--- src/rtl/bindct_pkg.sv ---
// Shared types and helpers for the 2D binDCT scheduler.
// Holds the FSM states, lane count and lane conversion functions.
package bindct_pkg;

    typedef enum logic [1:0] {
        IDLE,
        ROW,
        COL,
        OUT
    } state_t;

    localparam int N = 8;

    // Clamp a signed value into a signed w-bit range.
    function automatic logic signed [31:0] sat_row(
        input logic signed [31:0] v,
        input int                 w
    );
        logic signed [31:0] hi;
        logic signed [31:0] lo;
        hi = (32'sd1 <<< (w - 1)) - 32'sd1;
        lo = -hi - 32'sd1;
        if (v > hi) return hi;
        if (v < lo) return lo;
        return v;
    endfunction

    function automatic logic signed [31:0] level_shift(
        input logic [31:0] p,
        input int          w,
        input logic        en
    );
        if (en) return $signed(p) - (32'sd1 <<< (w - 1));
        return $signed(p);
    endfunction

endpackage

--- src/rtl/bindct_tbuf.sv ---
// 8x8 transpose buffer between the row and column passes.
// Rows are written whole; columns are read combinationally.
module bindct_tbuf
    import bindct_pkg::*;
#(
    parameter int ROW_W = 12
) (
    input  logic               clk,
    input  logic               we,
    input  logic [2:0]         widx,
    input  logic [N*ROW_W-1:0] wdata,
    input  logic [2:0]         ridx,
    output logic [N*ROW_W-1:0] rdata
);

    logic [N*ROW_W-1:0] row_q [N];

    always_ff @(posedge clk) begin
        if (we) row_q[widx] <= wdata;
    end

    always_comb begin
        rdata = '0;
        for (int r = 0; r < N; r++) begin
            rdata[r*ROW_W +: ROW_W] = row_q[r][int'(ridx)*ROW_W +: ROW_W];
        end
    end

endmodule

--- src/rtl/bindct_2d_sched.sv ---
// Drives a shared 8-point binDCT core through row then column passes
// to produce an 8x8 2D forward DCT block.
module bindct_2d_sched
    import bindct_pkg::*;
#(
    parameter int PIX_W       = 8,
    parameter int ROW_W       = 12,
    parameter int OUT_W       = 16,
    parameter int LEVEL_SHIFT = 1
) (
    input  logic                 clk,
    input  logic                 rst,
    input  logic                 in_valid,
    output logic                 in_ready,
    input  logic [64*PIX_W-1:0]  blk_in,
    output logic                 core_in_valid,
    output logic [8*ROW_W-1:0]   core_in,
    input  logic                 core_out_valid,
    input  logic [8*OUT_W-1:0]   core_out,
    output logic                 out_valid,
    input  logic                 out_ready,
    output logic [64*OUT_W-1:0]  coef_out,
    output logic                 err
);

    state_t state, state_n;
    logic [3:0] iss_cnt, cap_cnt;
    logic [64*PIX_W-1:0] pix_q;
    logic [64*OUT_W-1:0] coef_q;
    logic err_q;
    logic issue, capture, stray;
    logic [N*ROW_W-1:0] tb_wdata, tb_rdata;

    always_ff @(posedge clk) begin
        if (rst) state <= IDLE;
        else     state <= state_n;
    end

    always_comb begin
        state_n  = state;
        in_ready = 1'b0;
        out_valid = 1'b0;
        issue    = 1'b0;
        capture  = 1'b0;
        stray    = 1'b0;
        unique case (state)
            IDLE: begin
                in_ready = !rst;
                stray    = core_out_valid;
                if (in_valid && in_ready) state_n = ROW;
            end
            ROW, COL: begin
                issue   = iss_cnt < 4'd8;
                capture = core_out_valid && (cap_cnt < iss_cnt);
                stray   = core_out_valid && !capture;
                if (capture && cap_cnt == 4'd7)
                    state_n = (state == ROW) ? COL : OUT;
            end
            OUT: begin
                out_valid = 1'b1;
                stray     = core_out_valid;
                if (out_ready) state_n = IDLE;
            end
        endcase
    end

    assign core_in_valid = issue;

    always_comb begin
        core_in = '0;
        for (int c = 0; c < N; c++) begin
            if (state == ROW)
                core_in[c*ROW_W +: ROW_W] = ROW_W'(level_shift(
                    32'(pix_q[(int'(iss_cnt[2:0]) * N + c) * PIX_W +: PIX_W]),
                    PIX_W, LEVEL_SHIFT != 0));
            else
                core_in[c*ROW_W +: ROW_W] = tb_rdata[c*ROW_W +: ROW_W];
        end
    end

    always_comb begin
        tb_wdata = '0;
        for (int k = 0; k < N; k++) begin
            tb_wdata[k*ROW_W +: ROW_W] = ROW_W'(sat_row(
                32'(signed'(core_out[k*OUT_W +: OUT_W])), ROW_W));
        end
    end

    // Counters restart on every state change so each pass starts at 0.
    always_ff @(posedge clk) begin
        if (rst) begin
            iss_cnt <= '0;
            cap_cnt <= '0;
            err_q   <= 1'b0;
        end else begin
            if (state_n != state) begin
                iss_cnt <= '0;
                cap_cnt <= '0;
            end else begin
                if (issue)   iss_cnt <= iss_cnt + 4'd1;
                if (capture) cap_cnt <= cap_cnt + 4'd1;
            end
            if (stray) err_q <= 1'b1;
        end
    end

    always_ff @(posedge clk) begin
        if (!rst && state == IDLE && in_valid) pix_q <= blk_in;
        if (capture && state == COL) begin
            for (int k = 0; k < N; k++) begin
                coef_q[(k*N + int'(cap_cnt[2:0]))*OUT_W +: OUT_W]
                    <= core_out[k*OUT_W +: OUT_W];
            end
        end
    end

    bindct_tbuf #(
        .ROW_W (ROW_W)
    ) u_tbuf (
        .clk   (clk),
        .we    (capture && state == ROW),
        .widx  (cap_cnt[2:0]),
        .wdata (tb_wdata),
        .ridx  (iss_cnt[2:0]),
        .rdata (tb_rdata)
    );

    assign coef_out = coef_q;
    assign err      = err_q;

endmodule

--- config.mk ---
export PLATFORM = sky130hd
export DESIGN_NAME = bindct_2d_sched
export DESIGN_NICKNAME = d
export VERILOG_FILES = /design/src/rtl/bindct_pkg.sv /design/src/rtl/bindct_tbuf.sv /design/src/rtl/bindct_2d_sched.sv
export SDC_FILE = /design/constraint.sdc
export NUM_CORES = 2
export LEC_CHECK = 0
export CORE_AREA = 2 2 694 696
export DETAILED_ROUTE_END_ITERATION = 7
export DIE_AREA = 0 0 696 698
export MAX_ROUTING_LAYER = met4
export PLACE_DENSITY = 0.46
export SETUP_SLACK_MARGIN = 0.4
export SLEW_MARGIN = 5
export SYNTH_ARGS = -nofsm -noshare
export SYNTH_HDL_FRONTEND = slang
export SYNTH_SLANG_ARGS = --single-unit
export TNS_END_PERCENT = 1
--- constraint.sdc ---
create_clock -name clk -period 34.9 [get_ports clk]
set_clock_uncertainty 0.05 [all_clocks]
set_input_delay 8.725 -clock clk [delete_from_list [all_inputs] [get_ports clk]]
set_output_delay 8.725 -clock clk [all_outputs]
set_load 0.02 [all_outputs]
==> flow_metrics.py <==
metrics = {
    "clock_network": {
        "cts.repair.resized": 0,
        "clock-sinks": 2315,
        "cts_tree": "yes",
        "root_buffer": "clkbuf_16",
        "postCtsHoldBufs": 0,
        "cts_buffer_depth": 4,
        "clk_pin_slew_ps": 60,
        "clk_latency_ps": 940,
        "cts_inserted_buffers": 284,
        "post-cts-setup-buffers": 0,
        "cts_max_level": 5,
    },
    "setup_path": {
        "setup.worst_path.end_class": "output pin",
        "worstSetupPathType": "input pin to output pin",
        "critPathMaxStageDelay_ps": 660,
        "ff2ff_setup_slack_ps": 27700,
        "path_delay_family": "buffers and inverters",
        "cp_data_arrival_time_ps": 10170,
        "cp_max_fo": 6,
        "crit_chain": "clkdlybuf4s50_1, nor2b_1, clkdlybuf4s50_1",
        "cp_num_buf_inv": 2,
        "critPathLaunchType": "input pin",
        "cp_slowest_cell": "clkdlybuf4s50_1",
        "critical_path.most_common_cell": "clkdlybuf4s50_1",
        "crit_required_ps": 26120,
    },
    "floorplanning": {
        "rows": 254,
        "die_height_um": 698,
        "fp.dieW_um": 696,
        "start_util_pct": 19.6,
        "dieArea_sq_um": 486000,
        "core_area_sq_um": 478000,
        "ios": 1769,
    },
    "placement": {
        "gp_congestion": 0.881,
        "place_area_sq_um": 120000,
        "dp_hpwl_um": 427000,
        "place_ws_ps": 15890,
        "portBuffers": 1768,
        "dp_cells": 13800,
    },
    "detailed_routing": {
        "vias": 67300,
        "ant_nets": 0,
        "via_per_inst": 4.66,
        "wl_per_cell_um": 39.6,
        "drt_pass1_iterations": 8,
        "drc": 4,
        "wirelength_um": 572000,
        "drt-initial-drc-count": 9687,
    },
    "synth": {
        "syn-mean-instance-area_sq_um": 16.0,
        "synth-async-reset-ratio_pct": 0,
        "ys_types": 70,
        "synth-edff-count": 2304,
        "ys_seq_area_share_pct": 74.0,
        "yosys_warnings": 0,
        "ys.flop_type": "edfxtp_1",
        "synth_nets": 6536,
        "netlist_area_sq_um": 93800,
        "netlist_instances": 5875,
        "synth_seq_cells": 2315,
    },
    "pwr": {
        "p_switching_uw": 1690,
        "power.density_nw_per_um2": 51.5,
        "power_frac_comb_pct": 8.9,
        "peakVddDrop_mv": 0.0426,
        "seqPwrFrac_pct": 46.6,
        "p_leak_uw": 0.0412,
        "total_power_uw": 6650,
        "switching_share_pct": 25.4,
        "p_int_uw": 4960,
        "pwr-share-clk_pct": 44.5,
    },
    "cells_and_area": {
        "final_cells": 14400,
        "final_layout_size_suffix_gt1_share_pct": 16.0,
        "mostFrequentLayoutCell": "edfxtp_1",
        "area_delta_synth_final_pct": 37.5,
        "n_fill_cell": 48600,
        "mostFrequentLayoutCells": "edfxtp_1, clkdlybuf4s50_1, nor2_1",
        "seqCellArea_sq_um": 69400,
        "design_area_sq_um": 129000,
        "multi_input_area_sq_um": 22500,
        "layout.nets": 8362,
    },
    "run": {
        "maxCapViolCount": 0,
    },
    "timing": {
        "setup_viol_count_final": 0,
        "finalCritPeriodShare_pct": 54.3,
        "rsz0062_at_grt": "no",
        "finalSetupTns_ps": 0,
        "period_minus_slack_ps": 18950,
        "max_slew_margin_pct": 8.21,
        "finalHoldViolations": 0,
        "fin_ws_ps": 15950,
        "slew_violations": 0,
        "max_freq_ghz": 0.0528,
        "worst_pin_slew_ps": 1370,
    },
    "hold_path": {
        "min_path_type": "flop to flop",
    },
    "grt": {
        "grt_use_total_pct": 23.3,
        "grt_pass1_vias": 65900,
        "grt_max_degree": 78,
        "grt_first_pass_wirelength_um": 713000,
        "grt-ovfl-total": 0,
        "grt_antenna_before_repair": 136,
    },
    "outcome": {
        "violations": "DRC",
        "outcome": "finished, violations left",
    },
}
[path summary, 6_finish.rpt]
path / start / endpoint / cells past startpoint
worst max register to register: state[0] / pix_q[476] / 10
worst max-delay path: rst / in_ready / 3
worst min-delay path: err / err / 2
worst min register to register: err / err / 2
[cell families (layout without fill, tap and decap cells)]
logic type	after synthesis	count (layout)	share of synthesized area, %
DFF	2315	2315	74.0
and+or+nand+nor	1459	1459	7.17
AOI/OAI and AO/OA	1091	1091	7.75
buffers and inverters	543	2591	2.36
muxes	445	445	8.42
adders and majority gates	16	16	0.214
xor gates and xnor gates	6	6	0.0560
other	0	123	0
[metal layers]
| layer | vias up | wire length (um) | global-route usage (%) | share of wire [%] |
|---|---|---|---|---|
| met4 | 0 | 27000 | 9.55 | 4.7 |
| met5 | - | 0 | - | 0 |
| li1 | 26700 | - | - | - |
| met2 | 4707 | 267000 | 36.6 | 47 |
| met3 | 916 | 62000 | 7.85 | 11 |
| met1 | 35000 | 216000 | 27.2 | 38 |
[through the flow]
| stage | utilization, % | hold slack, ps |
|---|---|---|
| 6_report | 27.0 | 428 |
| 5_1_grt | 27.0 | 478 |
| 4_1_cts | 26.9 | 434 |
| 3_5_place_dp | 25.0 | 416 |
| 3_3_place_gp | 25.0 | 413 |
| 2_1_floorplan | - | 402 |
[Yosys cell counts, drive strengths merged (9+ instances only)]
master	count	area [sq um]
a21oi	197	986
ha	16	200
nor4	13	81.3
mux4	264	5950
dfxtp	11	220
a211o	23	201
a211oi	11	82.6
and2	210	1310
o211ai	29	223
nand2b	9	56.3
inv	19	71.3
clkbuf	400	1510
o221ai	68	596
a31oi	32	200
nor2b	59	377
nand3	78	395
o22ai	110	688
nand2	427	1600
a22o	78	683
o21a	89	668
nor3	37	231
nor2	518	1950
and3	76	475
buf	121	623
a22oi	155	1160
mux2	112	1260
o21ai	227	1140
edfxtp	2304	69200
a32oi	37	324
mux2i	69	691
nand4	13	81.3
[power groups by stage]
stage,registers (uW),clock network (uW),logic (uW)
after global routing,3100,3110,605
after detailed placement,3160,0,592
after global placement,3150,0,591
after floorplan,3160,0,220
after CTS,3100,3010,594
final,3100,2960,590
[worst min-delay path, delay by kind of cell, from the launching register on]
family / cells / cell delay (ps)
AO/OA/AOI/OAI: 1 / 40
flip-flops: 1 / 330
AND/OR/NAND/NOR: 1 / 70
[layout make-up]
| type | instances | share of cell area, % |
|---|---|---|
| Sequential cell | 2315 | 53.8 |
| Clock inverter | 167 | 1.29 |
| Tap cell | 6400 | 6.21 |
| Inverter | 22 | 0.0660 |
| Antenna cell | 123 | 0.239 |
| Timing Repair Buffer | 2061 | 15.1 |
| Multi-Input combinational cell | 3017 | 17.5 |
| Clock buffer | 341 | 5.78 |
[flip-flops by register name (all words and copies together) (netlist names)]
signal,count
coef_out,1024
iss_cnt,4
pix_q,512
cap_cnt,4
state,2
u_tbuf.row_q,768
err,1
(Power assumes the default switching activity.)
